$ cat config.mk
export PLATFORM = sky130hd
export DESIGN_NAME = pwm_duty_meter
export DESIGN_NICKNAME = d
export VERILOG_FILES = /design/src/rtl/pwm_duty_meter.sv
export SDC_FILE = /design/constraint.sdc
export NUM_CORES = 1
export LEC_CHECK = 0
export BUFFER_PORTS_ARGS = -buffer_cell sky130_fd_sc_hd__buf_2
export CORE_AREA = 2 2 140 244
export CTS_CLUSTER_SIZE = 16
export DETAILED_ROUTE_END_ITERATION = 12
export DIE_AREA = 0 0 142 246
export HOLD_SLACK_MARGIN = 0.1
export PLACE_DENSITY = 0.43
export SYNTH_ARGS = -nofsm -noshare
export SYNTH_HDL_FRONTEND = slang
export SYNTH_SLANG_ARGS = --single-unit
$ cat constraint.sdc
create_clock -name CLK -period 16.8 [get_ports CLK]
set_clock_uncertainty 0.05 [all_clocks]
set_input_delay 0.84 -clock CLK [delete_from_list [all_inputs] [get_ports CLK]]
set_output_delay 0.84 -clock CLK [all_outputs]
set_load 0.02 [all_outputs]
$ cat src/rtl/pwm_duty_meter.sv
// PWM decoder: measures high time and period of an asynchronous PWM input in CLK cycles
// and recovers the duty code with a restoring shift-subtract divider.
module pwm_duty_meter #(
    parameter int CNT_W       = 24,
    parameter int DUTY_W      = 5,
    parameter int SYNC_STAGES = 2
) (
    input  logic              CLK,
    input  logic              Reset,
    input  logic              en,
    input  logic              pwm_in,
    output logic [DUTY_W-1:0] duty,
    output logic [CNT_W-1:0]  high_time,
    output logic [CNT_W-1:0]  period,
    output logic              valid,
    output logic              stuck
);
    localparam int DC_W = (DUTY_W > 1) ? $clog2(DUTY_W) : 1;
    localparam logic [DC_W-1:0]  DC_LAST = DC_W'(DUTY_W - 1);
    localparam logic [DC_W-1:0]  DC_ONE  = DC_W'(1);
    localparam logic [CNT_W-1:0] CNT_ONE = {{(CNT_W-1){1'b0}}, 1'b1};
    // Timeout fires on the cycle the period counter would reach all-ones.
    localparam logic [CNT_W-1:0] TO_CNT  = {{(CNT_W-1){1'b1}}, 1'b0};

    typedef enum logic [1:0] {
        S_WAIT = 2'd0,
        S_HIGH = 2'd1,
        S_LOW  = 2'd2,
        S_DIV  = 2'd3
    } state_t;

    state_t                 state, state_n;
    logic [SYNC_STAGES-1:0] sync_q;
    logic                   pwm_s, pwm_d, rise, fall, timeout;
    logic [CNT_W-1:0]       hi_cnt, hi_n, per_cnt, per_n;
    logic [CNT_W-1:0]       num, num_n, den, den_n, rem, rem_n, rem_sub;
    logic [CNT_W:0]         rem_sh;
    logic                   rem_ge;
    logic [DUTY_W-1:0]      q, q_n, q_sh;
    logic [DC_W-1:0]        div_cnt, dc_n;
    logic [DUTY_W-1:0]      duty_n;
    logic [CNT_W-1:0]       high_time_n, period_n;
    logic                   valid_n, stuck_n;

    assign pwm_s   = sync_q[SYNC_STAGES-1];
    assign rise    = pwm_s & ~pwm_d;
    assign fall    = ~pwm_s & pwm_d;
    assign timeout = (state != S_DIV) && (per_cnt == TO_CNT);

    // The remainder is always below the divisor, so the subtraction fits in CNT_W bits.
    assign rem_sh  = {rem, 1'b0};
    assign rem_ge  = (rem_sh >= {1'b0, den});
    assign rem_sub = rem_sh[CNT_W-1:0] - den;
    assign q_sh    = {q[DUTY_W-2:0], rem_ge};

    // Input synchroniser and one-cycle delayed copy for edge detection.
    always_ff @(posedge CLK or posedge Reset) begin
        if (Reset) begin
            sync_q <= {SYNC_STAGES{1'b0}};
            pwm_d  <= 1'b0;
        end else begin
            sync_q <= {sync_q[SYNC_STAGES-2:0], pwm_in};
            pwm_d  <= pwm_s;
        end
    end

    // FSM state register.
    always_ff @(posedge CLK or posedge Reset) begin
        if (Reset) begin
            state <= S_WAIT;
        end else begin
            state <= state_n;
        end
    end

    // Next-state, counter, divider and output update logic.
    always_comb begin
        state_n     = state;
        hi_n        = hi_cnt;
        per_n       = per_cnt;
        num_n       = num;
        den_n       = den;
        rem_n       = rem;
        q_n         = q;
        dc_n        = div_cnt;
        duty_n      = duty;
        high_time_n = high_time;
        period_n    = period;
        valid_n     = 1'b0;
        stuck_n     = stuck;
        if (!en) begin
            state_n = S_WAIT;
            hi_n    = {CNT_W{1'b0}};
            per_n   = {CNT_W{1'b0}};
            num_n   = {CNT_W{1'b0}};
            den_n   = {CNT_W{1'b0}};
            rem_n   = {CNT_W{1'b0}};
            q_n     = {DUTY_W{1'b0}};
            dc_n    = {DC_W{1'b0}};
        end else if (timeout) begin
            duty_n      = pwm_s ? {DUTY_W{1'b1}} : {DUTY_W{1'b0}};
            high_time_n = {CNT_W{1'b0}};
            period_n    = {CNT_W{1'b0}};
            stuck_n     = 1'b1;
            valid_n     = 1'b1;
            state_n     = S_WAIT;
            hi_n        = {CNT_W{1'b0}};
            per_n       = {CNT_W{1'b0}};
        end else begin
            case (state)
                S_WAIT: begin
                    if (rise) begin
                        hi_n    = CNT_ONE;
                        per_n   = CNT_ONE;
                        state_n = S_HIGH;
                    end else begin
                        per_n = per_cnt + CNT_ONE;
                    end
                end
                S_HIGH: begin
                    if (fall) begin
                        per_n   = per_cnt + CNT_ONE;
                        state_n = S_LOW;
                    end else begin
                        hi_n  = hi_cnt + CNT_ONE;
                        per_n = per_cnt + CNT_ONE;
                    end
                end
                S_LOW: begin
                    if (rise) begin
                        num_n   = hi_cnt;
                        den_n   = per_cnt;
                        rem_n   = hi_cnt;
                        q_n     = {DUTY_W{1'b0}};
                        dc_n    = {DC_W{1'b0}};
                        hi_n    = {CNT_W{1'b0}};
                        per_n   = {CNT_W{1'b0}};
                        state_n = S_DIV;
                    end else begin
                        per_n = per_cnt + CNT_ONE;
                    end
                end
                S_DIV: begin
                    rem_n = rem_ge ? rem_sub : rem_sh[CNT_W-1:0];
                    q_n   = q_sh;
                    if (div_cnt == DC_LAST) begin
                        duty_n      = q_sh;
                        high_time_n = num;
                        period_n    = den;
                        stuck_n     = 1'b0;
                        valid_n     = 1'b1;
                        dc_n        = {DC_W{1'b0}};
                        state_n     = S_WAIT;
                    end else begin
                        dc_n = div_cnt + DC_ONE;
                    end
                end
                default: begin
                    state_n = S_WAIT;
                end
            endcase
        end
    end

    // Datapath and registered output update.
    always_ff @(posedge CLK or posedge Reset) begin
        if (Reset) begin
            hi_cnt    <= {CNT_W{1'b0}};
            per_cnt   <= {CNT_W{1'b0}};
            num       <= {CNT_W{1'b0}};
            den       <= {CNT_W{1'b0}};
            rem       <= {CNT_W{1'b0}};
            q         <= {DUTY_W{1'b0}};
            div_cnt   <= {DC_W{1'b0}};
            duty      <= {DUTY_W{1'b0}};
            high_time <= {CNT_W{1'b0}};
            period    <= {CNT_W{1'b0}};
            valid     <= 1'b0;
            stuck     <= 1'b0;
        end else begin
            hi_cnt    <= hi_n;
            per_cnt   <= per_n;
            num       <= num_n;
            den       <= den_n;
            rem       <= rem_n;
            q         <= q_n;
            div_cnt   <= dc_n;
            duty      <= duty_n;
            high_time <= high_time_n;
            period    <= period_n;
            valid     <= valid_n;
            stuck     <= stuck_n;
        end
    end
endmodule

Word level (Yosys, flattened, before mapping)
Cells that the tools add are included.
Word-level totals
  register bits after elaboration: 187
  output and inout port bits: 55
  logic and storage cells: 106
Operators by class
  add/sub/neg operators: 4
  order comparisons: 1
  equality and inequality tests: 17
  mux-type cells: 56
  bitwise logic cells: 4
  reduce and logical (&&, ||, !) cells: 9
Operators with widths (count)
  two-way mux 24 bit: 26
  one-hot mux 24 bit (3 select lines): 2
  adder 24 x 1 -> 24 bit, second input constant: 2
  one-hot mux 24 bit (2 select lines): 1
  greater-or-equal comparator 25 x 24 -> 1 bit: 1
  == test 24 bit, second input constant: 1
  subtractor 24 bit: 1
  two-way mux 5 bit: 4
  inequality test 4 bit, second input constant: 5
  two-way mux 2 bit: 6
  two-way mux 3 bit: 4
  two-way mux 4 bit: 3
  AND reduction 3 bit: 3
  one-hot mux 2 bit (4 select lines): 1
  one-hot mux 4 bit (2 select lines): 1
  AND reduction 4 bit: 2
  two-way mux 1 bit: 7
  one-hot mux 3 bit (2 select lines): 1
  inequality test 5 x 1 -> 1 bit, second input constant: 1
  == test 2 bit, second input constant: 2
  inequality test 2 x 1 -> 1 bit, second input constant: 2
  inequality test 2 bit, second input constant: 2
  nonzero test 2 bit: 2
  adder 3 x 1 -> 3 bit, second input constant: 1
  8 further kinds: 10

Depth between registers and ports, before layout
Gate-level depths: netlist of the first run.
  depth after elaboration: 6
  gate-level depth with buffers: 13

Least setup slack after synthesis of the first run
Ideal clock, no wire load.
  kind: flip-flop to flip-flop
  from: register den[6]
  to: register rem[11]
  data arrival time: 2.586 ns
  data required time: 16.628 ns
  path slack: 14.042 ns
  cell stages (with the launch flop): 11
  buffers on the path: 2
  clock period less this slack: 2.758 ns
  cell sequence: dfrtp_1 inv_1 ha_1 a2111o_1 o21ai_1 o211ai_1 a21oi_2 buf_4 buf_2 o211ai_1 a32o_1
Between the ends
  word-level cells in the longest chain between the ends: 5
  elaborated cells on any way between the ends: 6
  those cells by class: add/sub: 1; order compare: 1; mux: 4
Ends and longest elaborated chain
  start, declared: RTL line 36  | logic [CNT_W-1:0] num, num_n, den, den_n, rem, rem_n, rem_sub;
  start signal, assigned: RTL line 171  | den <= {CNT_W{1'b0}};
  start signal, assigned: RTL line 184  | den <= den_n;
  subtractor 24 bit / greater-or-equal comparator 25 x 24 -> 1 bit (equally long branches): RTL line 53, 52
  two-way mux 24 bit *: RTL line 144  | rem_n = rem_ge ? rem_sub : rem_sh[CNT_W-1:0];
  one-hot mux 24 bit (2 select lines) *: RTL line 110  | case (state)
  two-way mux 24 bit *: RTL line 100  | end else if (timeout) begin
  two-way mux 24 bit *: RTL line 91  | if (!en) begin
  end signal, assigned: RTL line 172  | rem <= {CNT_W{1'b0}};
  end signal, assigned: RTL line 185  | rem <= rem_n;
  end, declared: RTL line 36
Mark *: on every way between the ends. The rest lies on a longest branch, timed or not. The select of a mux whose other input is x is not followed.
A chain may end at the register's enable or synchronous reset.

Worst setup path in the final report of the first run
  from: register state[0]
  to: register hi_cnt[22]
Between the ends
  word-level cells in the longest chain between the ends: 4
  elaborated cells on any way between the ends: 13
  those cells by class: eq/ne: 7; mux: 3; reduce/logical: 3
Ends and longest elaborated chain
  start, declared: RTL line 32  | state_t state, state_n;
  start signal, assigned: RTL line 72  | state <= state_n;
  inequality test 2 bit, or another cell as far along: RTL line 48  | assign timeout = (state != S_DIV) && (per_cnt == TO_CNT);
  logical AND 1 bit / one-hot mux 24 bit (3 select lines) (equally long branches): RTL line 48, 110
  inequality test 5 x 1 -> 1 bit (no source line), or another cell as far along
  AND reduction 4 bit (no source line) / two-way mux 24 bit (equally long branches)
  end signal, assigned: RTL line 168  | hi_cnt <= {CNT_W{1'b0}};
  end signal, assigned: RTL line 181  | hi_cnt <= hi_n;
  end, declared: RTL line 35  | logic [CNT_W-1:0] hi_cnt, hi_n, per_cnt, per_n;
Parallel ways exist; a longest one is shown, timed or not.

==> results of run 1 <==
## worst max-delay path, stage by stage, from the launching register on
cell	delay [ns]
dfrtp_1	0.38
ha_1	0.15
buf_4	0.39
and4b_1	0.26
nand4_1	0.16
o31a_1	0.48
nand3_1	0.82
nor2_1	1.27
nand4_1	0.17
o21ai_0	0.20
## layer usage
layer,routed length (um),track usage,part of all wire,vias to the layer above
li1,-,-,-,3763
met1,11500,0.193,0.41,3836
met2,15200,0.305,0.54,114
met3,657,0.0260,0.023,29
met4,679,0.0618,0.024,0
met5,0,0,0,-
## registers in the layout, summed over array words and instances (netlist names), 2 cells and up
register and flops:
per_cnt 24, q 4, hi_cnt 24, rem 24
num 24, den 24, period 24, div_cnt 3
state 2, high_time 24, sync_q 2, duty 5
## layout make-up
type	count	area, um^2	share of cell area
Multi-Input combinational cell	753	4700	0.426
Clock inverter	12	129	0.0117
Timing Repair Buffer	69	373	0.0338
Inverter	43	169	0.0153
Tap cell	405	507	0.0460
Clock buffer	20	467	0.0423
Sequential cell	187	4680	0.425
## through the flow
step | hold slack [ns] | std cells | power, mW | worst slack [ns] | utilization
after global routing | 0.309 | 1489 | 1.37 | 11.96 | 0.335
after CTS | 0.302 | 1489 | 1.31 | 12.36 | 0.335
after floorplan | 0.281 | 1041 | 0.784 | 10.82 | -
final | 0.301 | 1489 | 1.29 | 12.37 | 0.335
after global placement | 0.286 | 1457 | 0.886 | 12.45 | 0.317
after detailed placement | 0.285 | 1457 | 0.885 | 12.37 | 0.317
## Yosys cell counts (all sizes together) (8+ instances only)
cell	count
dfrtp	187
nor2	122
nand2	119
a21oi	75
o21ai	72
a22o	51
inv	43
clkbuf	37
nand3	37
ha	34
xor2	22
buf	21
nand4	20
mux2i	16
and3	15
nor3	15
xnor2	15
a211o	10
a31oi	10
a21o	9
and2	9
nor4	9
o21a	9
o31ai	9
and4	8
## report_power, final
group,total (mW),switching [mW],internal [mW],leakage [nW]
clock network,0.421,0.200,0.221,0.288
logic,0.389,0.249,0.140,2.27
registers,0.484,0.0200,0.464,2.57
total,1.29,0.469,0.826,5.13
## worst min-delay path by stage
stage	startpoint	to	slack, ns
finish	sync_q[0]	sync_q[1]	0.30
floorplan	sync_q[0]	sync_q[1]	0.28
CTS	sync_q[0]	sync_q[1]	0.30
detailed placement	sync_q[0]	sync_q[1]	0.28
global placement	sync_q[0]	sync_q[1]	0.29
global route	sync_q[0]	sync_q[1]	0.31
## cell families after synthesis
kind of cell | share of synthesized area
compound gates | 0.198
xor+xnor | 0.0332
fa+ha+maj | 0.0466
buf+inv | 0.0449
flops | 0.479
mux | 0.0175
simple gates | 0.181
## cell usage in the layout, fill, tap and decap left out, drive strengths merged, types with 15 or more instances in the layout
master / count
a21oi: 75
a22o: 51
and3: 15
buf: 69
clkbuf: 20
dfrtp: 187
ha: 34
inv: 49
mux2i: 16
nand2: 119
nand3: 37
nand4: 20
nor2: 122
nor3: 15
o21ai: 72
xnor2: 15
xor2: 22
==> impl_results.md, run 1 <==
- Post-Syn Nets: 1080
- Remaining Overflow, GRT: 0
- CP Launch Type: register
- First-pass GRT wire length: 44200 um
- Routed Antenna Nets: 0
- Max VDD drop: 87.2 uV
- Core area: 0.0329 mm^2
- Placed instance area: 0.0104 mm^2
- Worst slew pin tran: 1.27 ns
- Fillers: 3363
- Root buffer selected by CTS: clkbuf_16
- Post-route cell area: 0.0110 mm^2
- DRC violations left: 0
- Vias in the first global route: 7570
- I/O Pins: 59
- I/O Buffers: 58
- Clock buffer depth: 2
- Setup violators final: 0
- Initial DRC Count: 362
- Post-synth top area share: 0.479
- Fin crit period: 4.43 ns
- Sequential share of the synthesized area: 0.479
- DIE WIDTH: 142 um
- LEAKAGE: 5.13 nW
- Routed wire per std cell: 18.8 um
- Status: completed
- CTS H-tree depth: 4
- RSZ-0062 raised after global routing: false
- TritonCTS clock tree: yes
- Final worst path period share: 0.264
- Total Wirelength: 28000 um
- Syn Inst Count: 1041
- Share of cells above drive strength 1: 0.118
- Max Cap Viol: 0
- Setup TNS: 0 ns
- Vias: 7742
- Gp weighted congestion: 0.845
- Hold Buf Count CTS: 0
- Clk sinks: 187
- Commonest register cell after synthesis: dfrtp_1
- N_diodes: 0
- P&R area growth vs syn: 12.8%
- Starting Density: 0.297
- FF+latch count, synth: 187
- Post-CTS resize count: 0
- Max Fclk: 225 MHz
- Cell Area, Synth: 0.00977 mm^2
- Synth warn: 0
- Num CTS Buffers: 17
- Largest net degree at the start of global routing: 130
- CP startpoint: state[0]
- CP Capture Type: register
- Fin. max-slew vios: 0
- Die Y-Extent: 246 um
- Initial antenna violation count: 0
- Fin nets: 1110
- Asr flop ratio synth: 1.00
- Worst Setup EP: hi_cnt[22]
- Register-to-Register Setup Slack: 12.37 ns
- Synth area leaders: dfrtp_1 (48%), nor2_1 (4.6%), a22o_1 (4.6%)
- Pre-Repair DR Iteration Count: 5
- Post-CTS Setup Inserts: 0
- Critical Path AT: 4.77 ns
- Max_slew headroom: 0.151
- R2R depth: 9
- Global Route Usage Sum: 0.166
- Area leader, netlist: dfrtp_1
- Die ar.: 0.0349 mm^2
- Reg2reg start: state[0]
- Power per standard cell area: 117 mW/mm^2
- Vias per cell: 5.20
- DPL Wire Length: 19900 um
- Crit path kind: reg2reg
- Cell Rows: 88
- Hold Crit Class: reg2reg
- Hold path depth: 0
- Clock-pin slew on the worst setup and hold paths: 0.08 ns
- CP required: 17.13 ns
- Final hold viol count: 0
- Post-synth EDFFs: 0
- Syn avg cell area: 9.39 um^2
- Worst-path fanout max: 43
- Worst r2r dst: hi_cnt[22]
- Netlist cell types: 76
- Skew-Pair Late Insertion Delay: 0.46 ns
Power figures use the tool's default switching activity.
==> run 2: changes to the inputs <==
==> config.mk (replaced) <==
export PLATFORM = sky130hd
export DESIGN_NAME = pwm_duty_meter
export DESIGN_NICKNAME = d
export VERILOG_FILES = /design/src/rtl/pwm_duty_meter.sv
export SDC_FILE = /design/constraint.sdc
export NUM_CORES = 1
export LEC_CHECK = 0
export ABC_AREA = 1
export BUFFER_PORTS_ARGS = -buffer_cell sky130_fd_sc_hd__buf_2
export CORE_AREA = 2 2 148 258
export CTS_CLUSTER_SIZE = 16
export DETAILED_ROUTE_END_ITERATION = 12
export DIE_AREA = 0 0 150 260
export HOLD_SLACK_MARGIN = 0.1
export PLACE_DENSITY = 0.44
export SYNTH_ARGS = -nofsm -noshare
export SYNTH_HDL_FRONTEND = slang
export SYNTH_SLANG_ARGS = --single-unit
==> constraint.sdc (replaced) <==
create_clock -name CLK -period 3.8 [get_ports CLK]
set_clock_uncertainty 0.05 [all_clocks]
set_input_delay 0.19 -clock CLK [delete_from_list [all_inputs] [get_ports CLK]]
set_output_delay 0.19 -clock CLK [all_outputs]
set_load 0.02 [all_outputs]
==> impl_results.md, run 2 <==
- Status: completed (unchanged)
- Largest family of logic cells by synthesized area: simple AND/OR/NAND/NOR gates (was compound AO/OA/AOI/OAI gates)
- Most numerous cell in the Yosys netlist: nand2_1 (was dfrtp_1)
- Clock-pin slew on the worst setup and hold paths: 0.08 ns (about the same)
- Max Fclk: 332 MHz (was 225 MHz)
- Global Route Usage Sum: 0.204 (was 0.166)
- Num CTS Buffers: 17 (unchanged)
- Sequential share of the synthesized area: 0.428 (was 0.479)
- Synth warn: 0 (unchanged)
- Max Used Layer: met4 (unchanged)
- Core area: 0.0368 mm^2 (was 0.0329 mm^2)
- Syn avg cell area: 7.36 um^2 (was 9.39 um^2)
- P&R area growth vs syn: 13.2% (was 12.8%)
- Skew-Pair Late Insertion Delay: 0.46 ns (about the same)
- Synth area leaders: dfrtp_1 (43%), nand2_1 (14%), inv_1 (7.6%) (was dfrtp_1 (48%), nor2_1 (4.6%), a22o_1 (4.6%))
- Final WS setup: 0.792 ns (was 12.37 ns)
- Post-CTS Setup Inserts: 0 (unchanged)
- Max_slew headroom: 0.251 (was 0.151)
- Max Cap Viol: 0 (unchanged)
- Initial antenna violation count: 0 (unchanged)
- TritonCTS clock tree: yes (unchanged)
- Clock buffer depth: 2 (unchanged)
- CTS H-tree depth: 4 (unchanged)
- Final worst path period share: 0.791 (was 0.264)
- Fin nets: 1570 (was 1110)
- Fin crit period: 3.01 ns (was 4.43 ns)
- Post-Syn Nets: 1526 (was 1080)
- Starting Density: 0.298 (was 0.297)
- Post-synth EDFFs: 0 (unchanged)
- Hold Crit Class: in2reg (was reg2reg)
- Pre-Repair DR Iteration Count: 5 (unchanged)
- RSZ-0062 raised after global routing: false (unchanged)
- Asr flop ratio synth: 1.00 (unchanged)
- Syn Inst Count: 1487 (was 1041)
- Placed instance area: 0.0117 mm^2 (was 0.0104 mm^2)
- Met2 wire length: 21200 um (was 15200 um)
- Largest net degree at the start of global routing: 83 (was 130)
- DP Worst Slack: 0.852 ns (was 12.37 ns)
- Gp weighted congestion: 0.953 (was 0.845)
- I/O Buffers: 58 (unchanged)
- Final core occ: 0.337 (was 0.335)
- Critical Path AT: 3.35 ns (was 4.77 ns)
- Post-synthesis adder-cell area fraction: 0.0407 (was 0.0466)
- FF+latch count, synth: 187 (unchanged)
- CP Launch Type: register (unchanged)
- Die ar.: 0.0390 mm^2 (was 0.0349 mm^2)
- CP Capture Type: register (unchanged)
- Max VDD drop: 323 uV (was 87.2 uV)
- Share of cells above drive strength 1: 0.0901 (was 0.118)
- Metal-1 WL: 14900 um (was 11500 um)
- Synth Area in Simple Gates: 0.319 (was 0.181)
- Multi-input gate area: 0.00514 mm^2 (was 0.00470 mm^2)
- I/O Pins: 59 (unchanged)
- Remaining Overflow, GRT: 0 (unchanged)
- Clk sinks: 187 (unchanged)
- Most common cell after layout, fill and taps aside: nand2_1 (was dfrtp_1)
- Post-synth top area share: 0.428 (was 0.479)
- Setup violators final: 0 (unchanged)
- Vias: 9944 (was 7742)
- Area leader, netlist: dfrtp_1 (unchanged)
- Fillers: 4060 (was 3363)
- Cell Area, Synth: 0.0109 mm^2 (was 0.00977 mm^2)
- Top cells by count, synth: nand2_1 (412), inv_1 (221), dfrtp_1 (187) (was dfrtp_1 (187), nor2_1 (120), nand2_1 (118))
- Routed Antenna Nets: 0 (unchanged)
- XOR/XNOR share of the synthesized area: 0.0144 (was 0.0332)
- Final hold viol count: 0 (unchanged)
- LEAKAGE: 6.23 nW (was 5.13 nW)
- Worst slew pin tran: 1.12 ns (was 1.27 ns)
- Total Wirelength: 38900 um (was 28000 um)
- Crit path kind: reg2reg (unchanged)
- DIE WIDTH: 150 um (was 142 um)
- Die Y-Extent: 260 um (was 246 um)
- Vias in the first global route: 10.1k (was 7570)
- Commonest register cell after synthesis: dfrtp_1 (unchanged)
- DRC violations left: 0 (unchanged)
- Post-route cell area: 0.0124 mm^2 (was 0.0110 mm^2)
- CP required: 4.14 ns (was 17.13 ns)
- Post-synthesis mux area share: 0 (was 0.0175)
- Netlist cell types: 44 (was 76)
- Setup TNS: 0 ns (unchanged)
- Fin. max-slew vios: 0 (unchanged)
- Commonest non-fill, non-tap cells in the layout: nand2_1 (412), inv_1 (220), dfrtp_1 (187) (was dfrtp_1 (187), nand2_1 (118), nor2_1 (117))
- Root buffer selected by CTS: clkbuf_16 (unchanged)
- Power per standard cell area: 488 mW/mm^2 (was 117 mW/mm^2)
- Met3 wire len: 1170 um (was 657 um)
- DPL Wire Length: 29600 um (was 19900 um)
- Routed wire per std cell: 19.3 um (was 18.8 um)
- Initial DRC Count: 689 (was 362)
- Vias per cell: 4.93 (was 5.20)
- Worst-path fanout max: 25 (was 43)
- Compound-Gate Fraction of Synth Area: 0.0955 (was 0.198)
- First-pass GRT wire length: 60000 um (was 44200 um)
- N_diodes: 0 (unchanged)
- Sequential Area: 0.00468 mm^2 (unchanged)
- Cell Rows: 93 (was 88)
- Register-to-Register Setup Slack: 0.79 ns (was 12.37 ns)
==> run 2: final timing paths <==
kind	start	endpoint	depth (start not counted)
min in group asynchronous	Reset	high_time[1]	3
max	den[17]	rem[14]	12
max reg2reg	den[17]	rem[14]	12
max in group asynchronous	Reset	pwm_d	4
min	en	hi_cnt[22]	3
min reg2reg	sync_q[0]	sync_q[1]	0
==> run 2: through the flow <==
stage	power, mW	cells	hold WS (ns)
after global placement	4.14	1985	0.265
after detailed placement	4.13	1985	0.267
after global routing	6.42	2018	0.196
final	6.05	2018	0.192
after CTS	6.11	2018	0.191
after floorplan	3.52	1487	0.171
==> run 2: power breakdown <==
part | switching (mW) | internal, mW | total (mW)
Sequential | 0.0598 | 2.03 | 2.09
Clock | 0.866 | 1.10 | 1.96
Combinational | 1.49 | 0.499 | 1.99
Total | 2.42 | 3.63 | 6.05
==> run 2: final cells by class <==
type | count | share of cell area
repair buffers | 77 | 0.0394
clock buffers | 20 | 0.0377
multi-input cells | 1019 | 0.415
flip-flops and latches | 187 | 0.378
clock inverters | 11 | 0.0125
well taps | 475 | 0.0480
inverters | 229 | 0.0700
==> run 2: timing repair <==
| item | 4_1_cts | 5_1_grt |
|---|---|---|
| hold buffers | 2 | 0 |
| hold endpoints to repair | 25 | 0 |
| gates resized for setup | 0 | 0 |
==> run 2: critical path: stages, from the launching register on <==
cell and delay, ns:
dfrtp_1 0.32, inv_1 0.13, ha_1 0.42, nand2_1 0.11
inv_1 0.08, nand2_1 0.15, nor3_1 0.47, nand3_1 0.31
nand3_2 0.49, nand3_1 0.16, nand3_1 0.12, nand2_1 0.05
nand2_1 0.05
==> run 2: logic make-up after synthesis <==
logic type,after synthesis
simple gates,784
buf+inv,281
flops,187
compound gates,182
fa+ha+maj,35
xor+xnor,18
==> run 2: metal layers <==
layer,vias to the layer above,global-route usage
met5,-,0
met4,0,0.0860
met3,60,0.0288
met2,208,0.386
met1,4759,0.223
li1,4917,-
==> run 3: changes to the inputs <==
--- a/config.mk
+++ b/config.mk
@@ -5,12 +5,12 @@
 export SDC_FILE = /design/constraint.sdc
 export NUM_CORES = 1
 export LEC_CHECK = 0
-export ABC_AREA = 1
+export ABC_AREA = 0
 export BUFFER_PORTS_ARGS = -buffer_cell sky130_fd_sc_hd__buf_2
-export CORE_AREA = 2 2 148 258
+export CORE_AREA = 2 2 140 244
 export CTS_CLUSTER_SIZE = 16
 export DETAILED_ROUTE_END_ITERATION = 12
-export DIE_AREA = 0 0 150 260
+export DIE_AREA = 0 0 142 246
 export HOLD_SLACK_MARGIN = 0.1
 export PLACE_DENSITY = 0.44
 export SYNTH_ARGS = -nofsm -noshare
==> constraint.sdc (replaced) <==
create_clock -name CLK -period 2.6 [get_ports CLK]
set_clock_uncertainty 0.05 [all_clocks]
set_input_delay 0.13 -clock CLK [delete_from_list [all_inputs] [get_ports CLK]]
set_output_delay 0.13 -clock CLK [all_outputs]
set_load 0.02 [all_outputs]
==> impl_results.md, run 3 (synthesis gave the netlist of run 1 again) <==
- Status: finished with violations (was completed)
- Failing checks: setup timing
- Largest net degree at the start of global routing: 48 (was 83)
- I/O Buffers: 58 (unchanged)
- Num CTS Buffers: 17 (unchanged)
- Setup violators final: 15 (was 0)
- Total Wirelength: 31800 um (was 38900 um)
- Max VDD drop: 708 uV (was 323 uV)
- Clock buffer depth: 2 (unchanged)
- Routed Antenna Nets: 0 (unchanged)
- Clock-pin slew on the worst setup and hold paths: 0.07 ns (was 0.08 ns)
- RSZ-0062 raised after global routing: true (was false)
- CTS H-tree depth: 4 (unchanged)
- Placed instance area: 0.0118 mm^2 (was 0.0117 mm^2)
- Hold Crit Class: in2reg (unchanged)
- TritonCTS clock tree: yes (unchanged)
- Cell Rows: 88 (was 93)
- Worst-path fanout max: 2 (was 25)
- CP Launch Type: register (unchanged)
- CP Capture Type: register (unchanged)
- First-pass GRT wire length: 49900 um (was 60000 um)
- LEAKAGE: 6.29 nW (was 6.23 nW)
- P&R area growth vs syn: 36.7% (was 13.2%)
- Routed wire per std cell: 18.7 um (was 19.3 um)
- DIE WIDTH: 142 um (was 150 um)
- CP required: 2.91 ns (was 4.14 ns)
- Final core occ: 0.406 (was 0.337)
- Fin nets: 1317 (was 1570)
- N_diodes: 0 (unchanged)
- Pre-Repair DR Iteration Count: 4 (was 5)
- DRC violations left: 0 (unchanged)
- Vias: 8472 (was 9944)
- Global Route Usage Sum: 0.188 (was 0.204)
- Max_slew headroom: 0.512 (was 0.251)
- I/O Pins: 59 (unchanged)
- Initial antenna violation count: 0 (unchanged)
- Critical Path AT: 2.99 ns (was 3.35 ns)
- Gp weighted congestion: 0.864 (was 0.953)
- Vias per cell: 5.00 (was 4.93)
- Fin crit period: 2.67 ns (was 3.01 ns)
- Placed cell count: 1627 (was 1985)
- Worst slew pin tran: 0.730 ns (was 1.12 ns)
- Post-route cell area: 0.0134 mm^2 (was 0.0124 mm^2)
- Commonest non-fill, non-tap cells in the layout: buf_4 (185), dfrtp_1 (182), nor2_1 (115) (was nand2_1 (412), inv_1 (220), dfrtp_1 (187))
- Crit path kind: reg2reg (unchanged)
- Final hold viol count: 0 (unchanged)
- Max Fclk: 374 MHz (was 332 MHz)
- Skew-Pair Late Insertion Delay: 0.47 ns (was 0.46 ns)
- DPL Wire Length: 23500 um (was 29600 um)
- Max Cap Viol: 0 (unchanged)
- Final worst path period share: 1.03 (was 0.791)
- Core area: 0.0329 mm^2 (was 0.0368 mm^2)
- Initial DRC Count: 351 (was 689)
- Root buffer selected by CTS: clkbuf_16 (unchanged)
- Vias in the first global route: 8965 (was 10.1k)
- Most common cell after layout, fill and taps aside: buf_4 (was nand2_1)
- Total Power: 10.3 mW (was 6.05 mW)
- Layout Cells excl Fill: 1696 (was 2018)
- Remaining Overflow, GRT: 0 (unchanged)
- Starting Density: 0.297 (was 0.298)
- Setup TNS: -0.500 ns (was 0 ns)
- Die Y-Extent: 246 um (was 260 um)
- Fin. max-slew vios: 0 (unchanged)
- Power per standard cell area: 768 mW/mm^2 (was 488 mW/mm^2)
- Clk sinks: 187 (unchanged)
- Final WS setup: -0.0740 ns (was 0.792 ns)
- Die ar.: 0.0349 mm^2 (was 0.0390 mm^2)
- Share of cells above drive strength 1: 0.324 (was 0.0901)
==> run 3: changes by cell type in the layout (fill, tap and decap cells not counted), sizes merged, moves of 16 or more <==
| cell | previous run | this run |
|---|---|---|
| nand2 | 423 | 119 |
| buf | 75 | 272 |
| inv | 230 | 49 |
| nand3 | 152 | 37 |
| a22o | 0 | 51 |
| nand4 | 53 | 20 |
| o22ai | 28 | 2 |
| nor3 | 33 | 15 |
| a22oi | 17 | 0 |
| a21oi | 59 | 75 |
| mux2i | 0 | 16 |
| nor2 | 106 | 122 |
==> run 3: area by class of cell <==
type                       instances  area [um^2]
timing repair buffer             275         2170
multi-input combinational        754         5250
clock buffer                      18          439
inverter                          43          165
fill                            3284        19600
clock inverter                    14          154
tap                              405          507
sequential                       187         4690
==> run 3: metrics by stage <==
step / hold slack, ns / setup WS [ns]
final: 0.265 / -0.0740
after global routing: 0.281 / -0.163
after CTS: 0.243 / -0.0859
after detailed placement: 0.194 / -0.411
after global placement: 0.198 / -0.330
after floorplan: 0.111 / 0.00170
==> run 3: critical path: stages, from the launching register on <==
cell,delay [ns]
dfrtp_1,0.36
inv_2,0.05
buf_4,0.13
fa_2,0.41
a211oi_4,0.26
o211a_1,0.23
a2bb2oi_2,0.14
buf_4,0.14
o21ai_2,0.06
a221oi_2,0.25
xor2_1,0.10
o21a_1,0.17
nor4_1,0.21
==> run 3: repair_timing <==
action	4_1_cts	5_1_grt
setup buffers	17	17
hold endpoints to repair	21	0
gates cloned	4	0
pin swaps	52	52
endpoints found under the setup margin	93	112
resized for setup	61	76
hold buffers	3	0
==> run 3: where the power goes <==
| group | total, mW | leakage, nW | switching [mW] | internal (mW) |
|---|---|---|---|---|
| clock network | 2.71 | 0.284 | 1.32 | 1.39 |
| logic | 4.47 | 3.44 | 2.26 | 2.21 |
| registers | 3.08 | 2.56 | 0.0767 | 3.00 |
| total | 10.3 | 6.29 | 3.66 | 6.59 |
==> run 3: worst paths after layout <==
kind | startpoint | end | slack [ns] | cells past startpoint
worst max-delay path | den[1] | rem[22] | -0.07 | 12
worst max register to register | den[1] | rem[22] | -0.07 | 12
worst min register to register | sync_q[0] | sync_q[1] | 0.31 | 0
max in group asynchronous | Reset | per_cnt[13] | 1.49 | 4
worst min-delay path | pwm_in | sync_q[0] | 0.27 | 2
min in group asynchronous | Reset | hi_cnt[18] | 0.29 | 3
==> run 3: layer usage <==
metal  vias up  track usage  part of all wire
li1       4179            -                 -
met3        65       0.0295             0.021
met2       127        0.351              0.54
met1      4101        0.199              0.38
met5         -            0                 0
met4         0        0.105             0.053
